**src/rtl/mc_sequencer.sv**
```systemverilog
// mc_sequencer: multi-cycle control FSM for a 64-bit RISC-V datapath.
// Walks each instruction through FETCH, DECODE, EXEC, MEM and WB.
// Instruction fetch and data access share one handshaked memory port.
// Strobes are decoded from the registered state, the latched instruction
// class and mem_ready. The block also detects faults and counts retired
// instructions.
module mc_sequencer #(
    parameter int MEM_TIMEOUT = 16,
    parameter int CNT_W       = 32
) (
    input  logic             clk,
    input  logic             rst,
    input  logic [6:0]       opcode,
    input  logic             alu_invalid,
    input  logic             mem_ready,
    output logic             pc_we,
    output logic             pc_sel,
    output logic             ir_we,
    output logic             reg_we,
    output logic [1:0]       wb_sel,
    output logic             alu_src,
    output logic [1:0]       alu_op,
    output logic             mem_req,
    output logic             mem_we,
    output logic             mem_is_fetch,
    output logic [2:0]       state_out,
    output logic             halted,
    output logic             fault,
    output logic [1:0]       fault_code,
    output logic [CNT_W-1:0] retired_count
);

    localparam int               TMO_W    = $clog2(MEM_TIMEOUT + 1);
    localparam logic [TMO_W-1:0] TMO_LAST = TMO_W'(MEM_TIMEOUT - 1);

    typedef enum logic [2:0] {
        S_FETCH  = 3'd0,
        S_DECODE = 3'd1,
        S_EXEC   = 3'd2,
        S_MEM    = 3'd3,
        S_WB     = 3'd4,
        S_HALT   = 3'd5
    } state_t;

    typedef enum logic [2:0] {
        CL_NONE    = 3'd0,
        CL_R       = 3'd1,
        CL_IALU    = 3'd2,
        CL_LOAD    = 3'd3,
        CL_STORE   = 3'd4,
        CL_JALR    = 3'd5,
        CL_SYS     = 3'd6,
        CL_ILLEGAL = 3'd7
    } iclass_t;

    // Map a major opcode onto the instruction classes the sequencer understands.
    function automatic iclass_t classify(input logic [6:0] op);
        case (op)
            7'b0110011: return CL_R;
            7'b0010011: return CL_IALU;
            7'b0000011: return CL_LOAD;
            7'b0100011: return CL_STORE;
            7'b1100111: return CL_JALR;
            7'b1110011: return CL_SYS;
            default:    return CL_ILLEGAL;
        endcase
    endfunction

    state_t             state_q;
    iclass_t            class_q;
    logic [TMO_W-1:0]   tmo_q;
    logic [CNT_W-1:0]   retired_q;
    logic               fault_q;
    logic [1:0]         code_q;

    logic               waiting;
    logic               timed_out;
    logic               retire;
    iclass_t            dec_class;

    // A wait state times out on the last allowed cycle only if memory is
    // still not ready. A ready on that same cycle completes normally.
    assign waiting   = (state_q == S_FETCH) || (state_q == S_MEM);
    assign timed_out = waiting && !mem_ready && (tmo_q == TMO_LAST);
    assign retire    = (state_q == S_WB) ||
                       ((state_q == S_MEM) && mem_ready && (class_q == CL_STORE));
    assign dec_class = classify(opcode);

    // Sequencer state, class latch, wait-timeout counter, fault record and retire counter.
    always_ff @(posedge clk) begin
        if (rst) begin
            state_q   <= S_FETCH;
            class_q   <= CL_NONE;
            tmo_q     <= '0;
            retired_q <= '0;
            fault_q   <= 1'b0;
            code_q    <= 2'd0;
        end else begin
            if (retire) begin
                retired_q <= retired_q + CNT_W'(1);
            end
            case (state_q)
                S_FETCH: begin
                    if (mem_ready) begin
                        state_q <= S_DECODE;
                    end else if (timed_out) begin
                        state_q <= S_HALT;
                        fault_q <= 1'b1;
                        code_q  <= 2'd1;
                    end else begin
                        tmo_q <= tmo_q + TMO_W'(1);
                    end
                end
                S_DECODE: begin
                    class_q <= dec_class;
                    case (dec_class)
                        CL_SYS: begin
                            state_q <= S_HALT;
                            fault_q <= 1'b0;
                            code_q  <= 2'd0;
                        end
                        CL_ILLEGAL: begin
                            state_q <= S_HALT;
                            fault_q <= 1'b1;
                            code_q  <= 2'd2;
                        end
                        default: state_q <= S_EXEC;
                    endcase
                end
                S_EXEC: begin
                    if (alu_invalid) begin
                        state_q <= S_HALT;
                        fault_q <= 1'b1;
                        code_q  <= 2'd3;
                    end else if ((class_q == CL_LOAD) || (class_q == CL_STORE)) begin
                        state_q <= S_MEM;
                        tmo_q   <= '0;
                    end else begin
                        state_q <= S_WB;
                    end
                end
                S_MEM: begin
                    if (mem_ready) begin
                        if (class_q == CL_STORE) begin
                            state_q <= S_FETCH;
                            tmo_q   <= '0;
                        end else begin
                            state_q <= S_WB;
                        end
                    end else if (timed_out) begin
                        state_q <= S_HALT;
                        fault_q <= 1'b1;
                        code_q  <= 2'd1;
                    end else begin
                        tmo_q <= tmo_q + TMO_W'(1);
                    end
                end
                S_WB: begin
                    state_q <= S_FETCH;
                    tmo_q   <= '0;
                end
                S_HALT: state_q <= S_HALT;
                default: begin
                    state_q <= S_FETCH;
                    tmo_q   <= '0;
                end
            endcase
        end
    end

    // Strobe and select decode. Reset forces every output of this decode low.
    always_comb begin
        pc_we        = 1'b0;
        pc_sel       = 1'b0;
        ir_we        = 1'b0;
        reg_we       = 1'b0;
        wb_sel       = 2'd0;
        alu_src      = 1'b0;
        alu_op       = 2'b00;
        mem_req      = 1'b0;
        mem_we       = 1'b0;
        mem_is_fetch = 1'b0;
        if (!rst) begin
            if ((state_q == S_EXEC) || (state_q == S_MEM) || (state_q == S_WB)) begin
                alu_src = (class_q == CL_IALU) || (class_q == CL_LOAD) ||
                          (class_q == CL_STORE) || (class_q == CL_JALR);
                if (class_q == CL_R) begin
                    alu_op = 2'b10;
                end else if (class_q == CL_IALU) begin
                    alu_op = 2'b11;
                end
            end
            case (state_q)
                S_FETCH: begin
                    mem_req      = 1'b1;
                    mem_is_fetch = 1'b1;
                    ir_we        = mem_ready;
                end
                S_MEM: begin
                    mem_req = 1'b1;
                    mem_we  = (class_q == CL_STORE);
                    pc_we   = mem_ready && (class_q == CL_STORE);
                end
                S_WB: begin
                    reg_we = 1'b1;
                    pc_we  = 1'b1;
                    pc_sel = (class_q == CL_JALR);
                    if (class_q == CL_LOAD) begin
                        wb_sel = 2'd1;
                    end else if (class_q == CL_JALR) begin
                        wb_sel = 2'd2;
                    end
                end
                default: ;
            endcase
        end
    end

    assign state_out     = state_q;
    assign halted        = (state_q == S_HALT);
    assign fault         = fault_q;
    assign fault_code    = code_q;
    assign retired_count = retired_q;

endmodule

```
**config.mk**
```make
export PLATFORM = sky130hd
export DESIGN_NAME = mc_sequencer
export DESIGN_NICKNAME = d
export VERILOG_FILES = /design/src/rtl/mc_sequencer.sv
export SDC_FILE = /design/constraint.sdc
export NUM_CORES = 1
export LEC_CHECK = 0
export CORE_MARGIN = 2
export CORE_UTILIZATION = 50
export CTS_CLUSTER_DIAMETER = 150
export DETAILED_ROUTE_END_ITERATION = 10
export HOLD_SLACK_MARGIN = 0.12
export MAX_ROUTING_LAYER = met4
export PLACE_DENSITY = 0.89
export SKIP_LAST_GASP = 1
export SYNTH_ARGS = -nofsm -noshare
export SYNTH_HDL_FRONTEND = slang
export SYNTH_SLANG_ARGS = --single-unit
```
**constraint.sdc**
```tcl
create_clock -name clk -period 3.4 [get_ports clk]
set_input_delay 0.51 -clock clk [delete_from_list [all_inputs] [get_ports clk]]
set_output_delay 0.51 -clock clk [all_outputs]
set_load 0.03 [all_outputs]
```
Word-level counts from Yosys, hierarchy flattened
Cells that the tools add are included.

storage, ports and cells
  word-level logic and storage cells = 107
  output and inout port bits = 51
  input bits = 11
  register bits = 46

operators by class
  mux-type cells = 50
  equality and inequality tests = 27
  bitwise gates (word level) = 1
  reduce and logical (&&, ||, !) cells = 21
  add/sub/neg operators = 2

operator list
  operator                 count
  $add A32 B1 Y32 const B  1
  $mux W5                  6
  $mux W2                  11
  $mux W3                  7
  $pmux W5 S4              1
  $eq A3 B3 Y1 const B     6
  $mux W1                  18
  $pmux W3 S6              1
  $pmux W3 S5              1
  $eq A7 B6 Y1 const B     2
  $eq A7 B7 Y1 const B     2
  $eq A3 B2 Y1 const B     4
  $ne A2 B2 Y1 const B     5
  $reduce_and A5 Y1        2
  $logic_or A1 B1 Y1       8
  $eq A7 B2 Y1 const B     1
  $eq A7 B5 Y1 const B     1
  $eq A3 B1 Y1 const B     2
  $pmux W2 S3              1
  $reduce_or A2 Y1         3
  $add A5 B1 Y5 const B    1
  $eq A5 B4 Y1 const B     1
  $logic_and A1 B1 Y1      5
  $pmux W1 S2              2
  other kinds (9)          9

Longest topological paths before layout
  depth in word-level cells = 7
  depth in mapped cells = 8

Worst setup path before layout
No wires, ideal clock.

  path kind = reg-to-output
  start point = reg state_q[2] (netlist: state_out[2])
  end point = out ir_we
  path buffers = 2
  setup slack = 636 ps
  cell stages (with the launch flop) = 5
  arrival = 2254 ps
  cell sequence = dfxtp_1 buf_4 clkbuf_1 nor4_1 and2_1

on the way
  longest elaborated chain between the ends = 3

ends and longest elaborated chain
  item                    line  text
  from (decl)             69    state_t state_q;
  from (signal assigned)  92    state_q <= S_FETCH;
  from (signal assigned)  105   state_q <= S_DECODE;
  from (signal assigned)  107   state_q <= S_HALT;
  $logic_not A3 Y1        193   case (state_q)
  $mux W1                 193
  $mux W1                 183   if (!rst) begin
  to (decl)               18    output logic ir_we,

No other way between the ends.

Worst setup path after layout
  start point = reg state_q[1] (netlist: state_out[1])
  end point = out pc_sel

on the way
  longest elaborated chain between the ends = 3

ends and longest elaborated chain
  item          line  text
  $eq A3 B3 Y1  193
  $mux W1       193
  $mux W1       183
  to (decl)     17    output logic pc_sel,

No other way between the ends.

==> impl_metrics.toml <==
[critical_path]
path_cells = "nor3b_1 > and2_1 > nand2_1 > nor2_1 > clkdlybuf4s50_1"
critPathSlowestCell = "clkdlybuf4s50_1"
path_delay_family = "simple AND/OR/NAND/NOR gates"
cp_slowest_stage_delay_ps = 680
cp_max_fo = 17
crit_path_start_kind = "register"
cp-end-kind = "output port"
cp_num_buf_inv = 1
worstSetupPathType = "reg -> out"
cp.required_ps = 2890
ff2ff_setup_slack_ps = 690
critical_path_arrival_ps = 2380

[yosys]
synth-edff-count = 0
ys_async_sr_fraction_pct = 0
synth_common_cells = "nor2_1, dfxtp_1, xnor2_1, nand2_1, o21ai_0"
synth_seq_cells = 46
syn_nets = 318
synthesis.area_sq_um = 2460
synth_area_leaders = "dfxtp_1, nor2_1, xnor2_1"
yosysSeqAreaShare_pct = 37.4
avgSynthCellArea_sq_um = 8.10
synth_most_common_cell = "nor2_1"
synth_top_area_share_pct = 37.4
synth_cell_type_count = 52
post-synth-top-area-cell = "dfxtp_1"
syn_inst = 304
synthFlopType = "dfxtp_1"
ys_warn_count = 0

[cells_and_area]
syn_to_final_growth_pct = 32.1
fin_area_sq_um = 3250
n_antenna_cell = 0
drive_gt1_share_pct = 7.18
nFillCells = 393
nets = 375

[grt]
first_global_vias = 2232
grt_pass1_wl_um = 9990
antenna_found_initial = 0
grt.overflow.total = 0
track_usage_pct = 23.5
grt_max_degree = 45

[cts]
tritoncts = "yes"
cts_setup_buffers = 0
clk_pin_slew_ps = 90
cts.sinks = 46
cts_made_buffers = 5
htree_levels = 2
cts_hold_buf = 0
clockBufferDepth = 2
insertion_delay_ps = 300
ctsResizeCount = 0
cts_root_buffer = "clkbuf_8"

[detailed_routing]
vias = 2396
final_antenna_net_count = 0
drtIter0Drc = 151
wire_per_inst_um = 13.5
wl_um = 5780
drc = 0
viasPerCell = 5.59
drt_pass1_iterations = 4

[sta]
tns_ps = 0
post-route-period-util_pct = 84.9
hold_violations = 0
min_period_ps = 2890
max_freq_ghz = 0.347
slew_viol_final = 0
max-slew-margin-rel_pct = 53.9
rsz0062_at_grt = "false"
worst_clock_skew_ps = 7.66
tightest_slew_ps = 684
setup_viol = 0

[floorplanning]
start_util_pct = 52.1
die_h_um = 74.2
die-width_um = 74.2
row_count = 25
dieArea_sq_um = 5500
ioPinCount = 62
core_sq_um = 4720

[pwr]
peakVddDrop_mv = 0.297
p_leak_nw = 1.06
powerDensity_nw_per_um2 = 393

[run]
drv_cap = 0

[placed_design]
place_congestion = 0.842
io_buffers = 61
placed_area_sq_um = 3110
dp_hpwl_um = 4120

[status]
outcome = "finished clean"

[worst_hold_path]
holdCritPathClass = "reg -> reg"
[final cells by class]
class / instances / area [sq um] / share of cell area, %
inverters: 10 / 37.5 / 1.15
repair buffers: 65 / 631 / 19.4
clock inverters: 2 / 60.1 / 1.85
well taps: 67 / 83.8 / 2.58
flip-flops and latches: 46 / 921 / 28.3
multi-input cells: 233 / 1440 / 44.2
clock buffers: 6 / 82.6 / 2.54
[logic make-up after synthesis]
family,Yosys count,share of synthesized area (%)
fa+ha+maj,3,1.53
simple gates,143,31.0
buf+inv,25,4.22
mux,4,1.68
flops,46,37.4
xor+xnor,25,8.90
compound gates,58,15.3
[path summary, 6_finish.rpt]
kind | startpoint | endpoint | cells past startpoint
setup / recovery | state_out[1] | pc_sel | 5
hold reg to reg | tmo_q[3] | tmo_q[3] | 2
setup reg to reg | state_out[1] | retired_count[26] | 6
hold / removal | tmo_q[3] | tmo_q[3] | 2
[sequential cells by signal (all words and copies together) (netlist names)]
| register | cells |
|---|---|
| retired_count | 32 |
| state_out | 3 |
| fault | 1 |
| fault_code | 2 |
| tmo_q | 5 |
| class_q | 3 |
[metal layers]
layer	up-vias	wire (um)	global-route usage, %
met2	60	2780	38.1
met3	5	298	4.61
met5	-	0	-
met4	0	49	6.87
li1	1188	-	-
met1	1143	2650	29.8
[cells in the final DEF, fill, tap and decap left out, types with 7 or more instances in the layout]
master	synthesis	final
a21oi_1	16	16
buf_4	2	8
clkdlybuf4s50_1	0	57
dfxtp_1	46	46
inv_1	10	10
nand2_1	17	17
nand3_1	10	10
nor2_1	49	49
nor3_1	12	12
nor4_1	7	7
o21ai_0	17	17
or3_1	8	8
xnor2_1	21	21
[stage by stage]
step           instances  hold WS, ps  worst slack [ps]  total power (W)  util [%]
2_1_floorplan        304          454               636         0.000724         -
3_3_place_gp         421          470               620         0.000780      65.8
3_5_place_dp         421          484               551         0.000787      65.8
4_1_cts              429          497               503          0.00128      68.8
5_1_grt              429          510               357          0.00133      68.8
6_report             429          498               514          0.00128      68.8
[where the power goes]
group / internal (W) / switching (W)
clock network: 0.000313 / 0.000187
registers: 0.000563 / 0.0000281
logic: 0.0000808 / 0.000104
[worst reg2reg max path, delay by kind of cell, from the launching register on]
family                 cells  cell delay [ps]
AOI/OAI and AO/OA          2              320
buffers and inverters      1              230
DFF                        1              680
and+or+nand+nor            3             1410
Power figures use the tool's default switching activity.
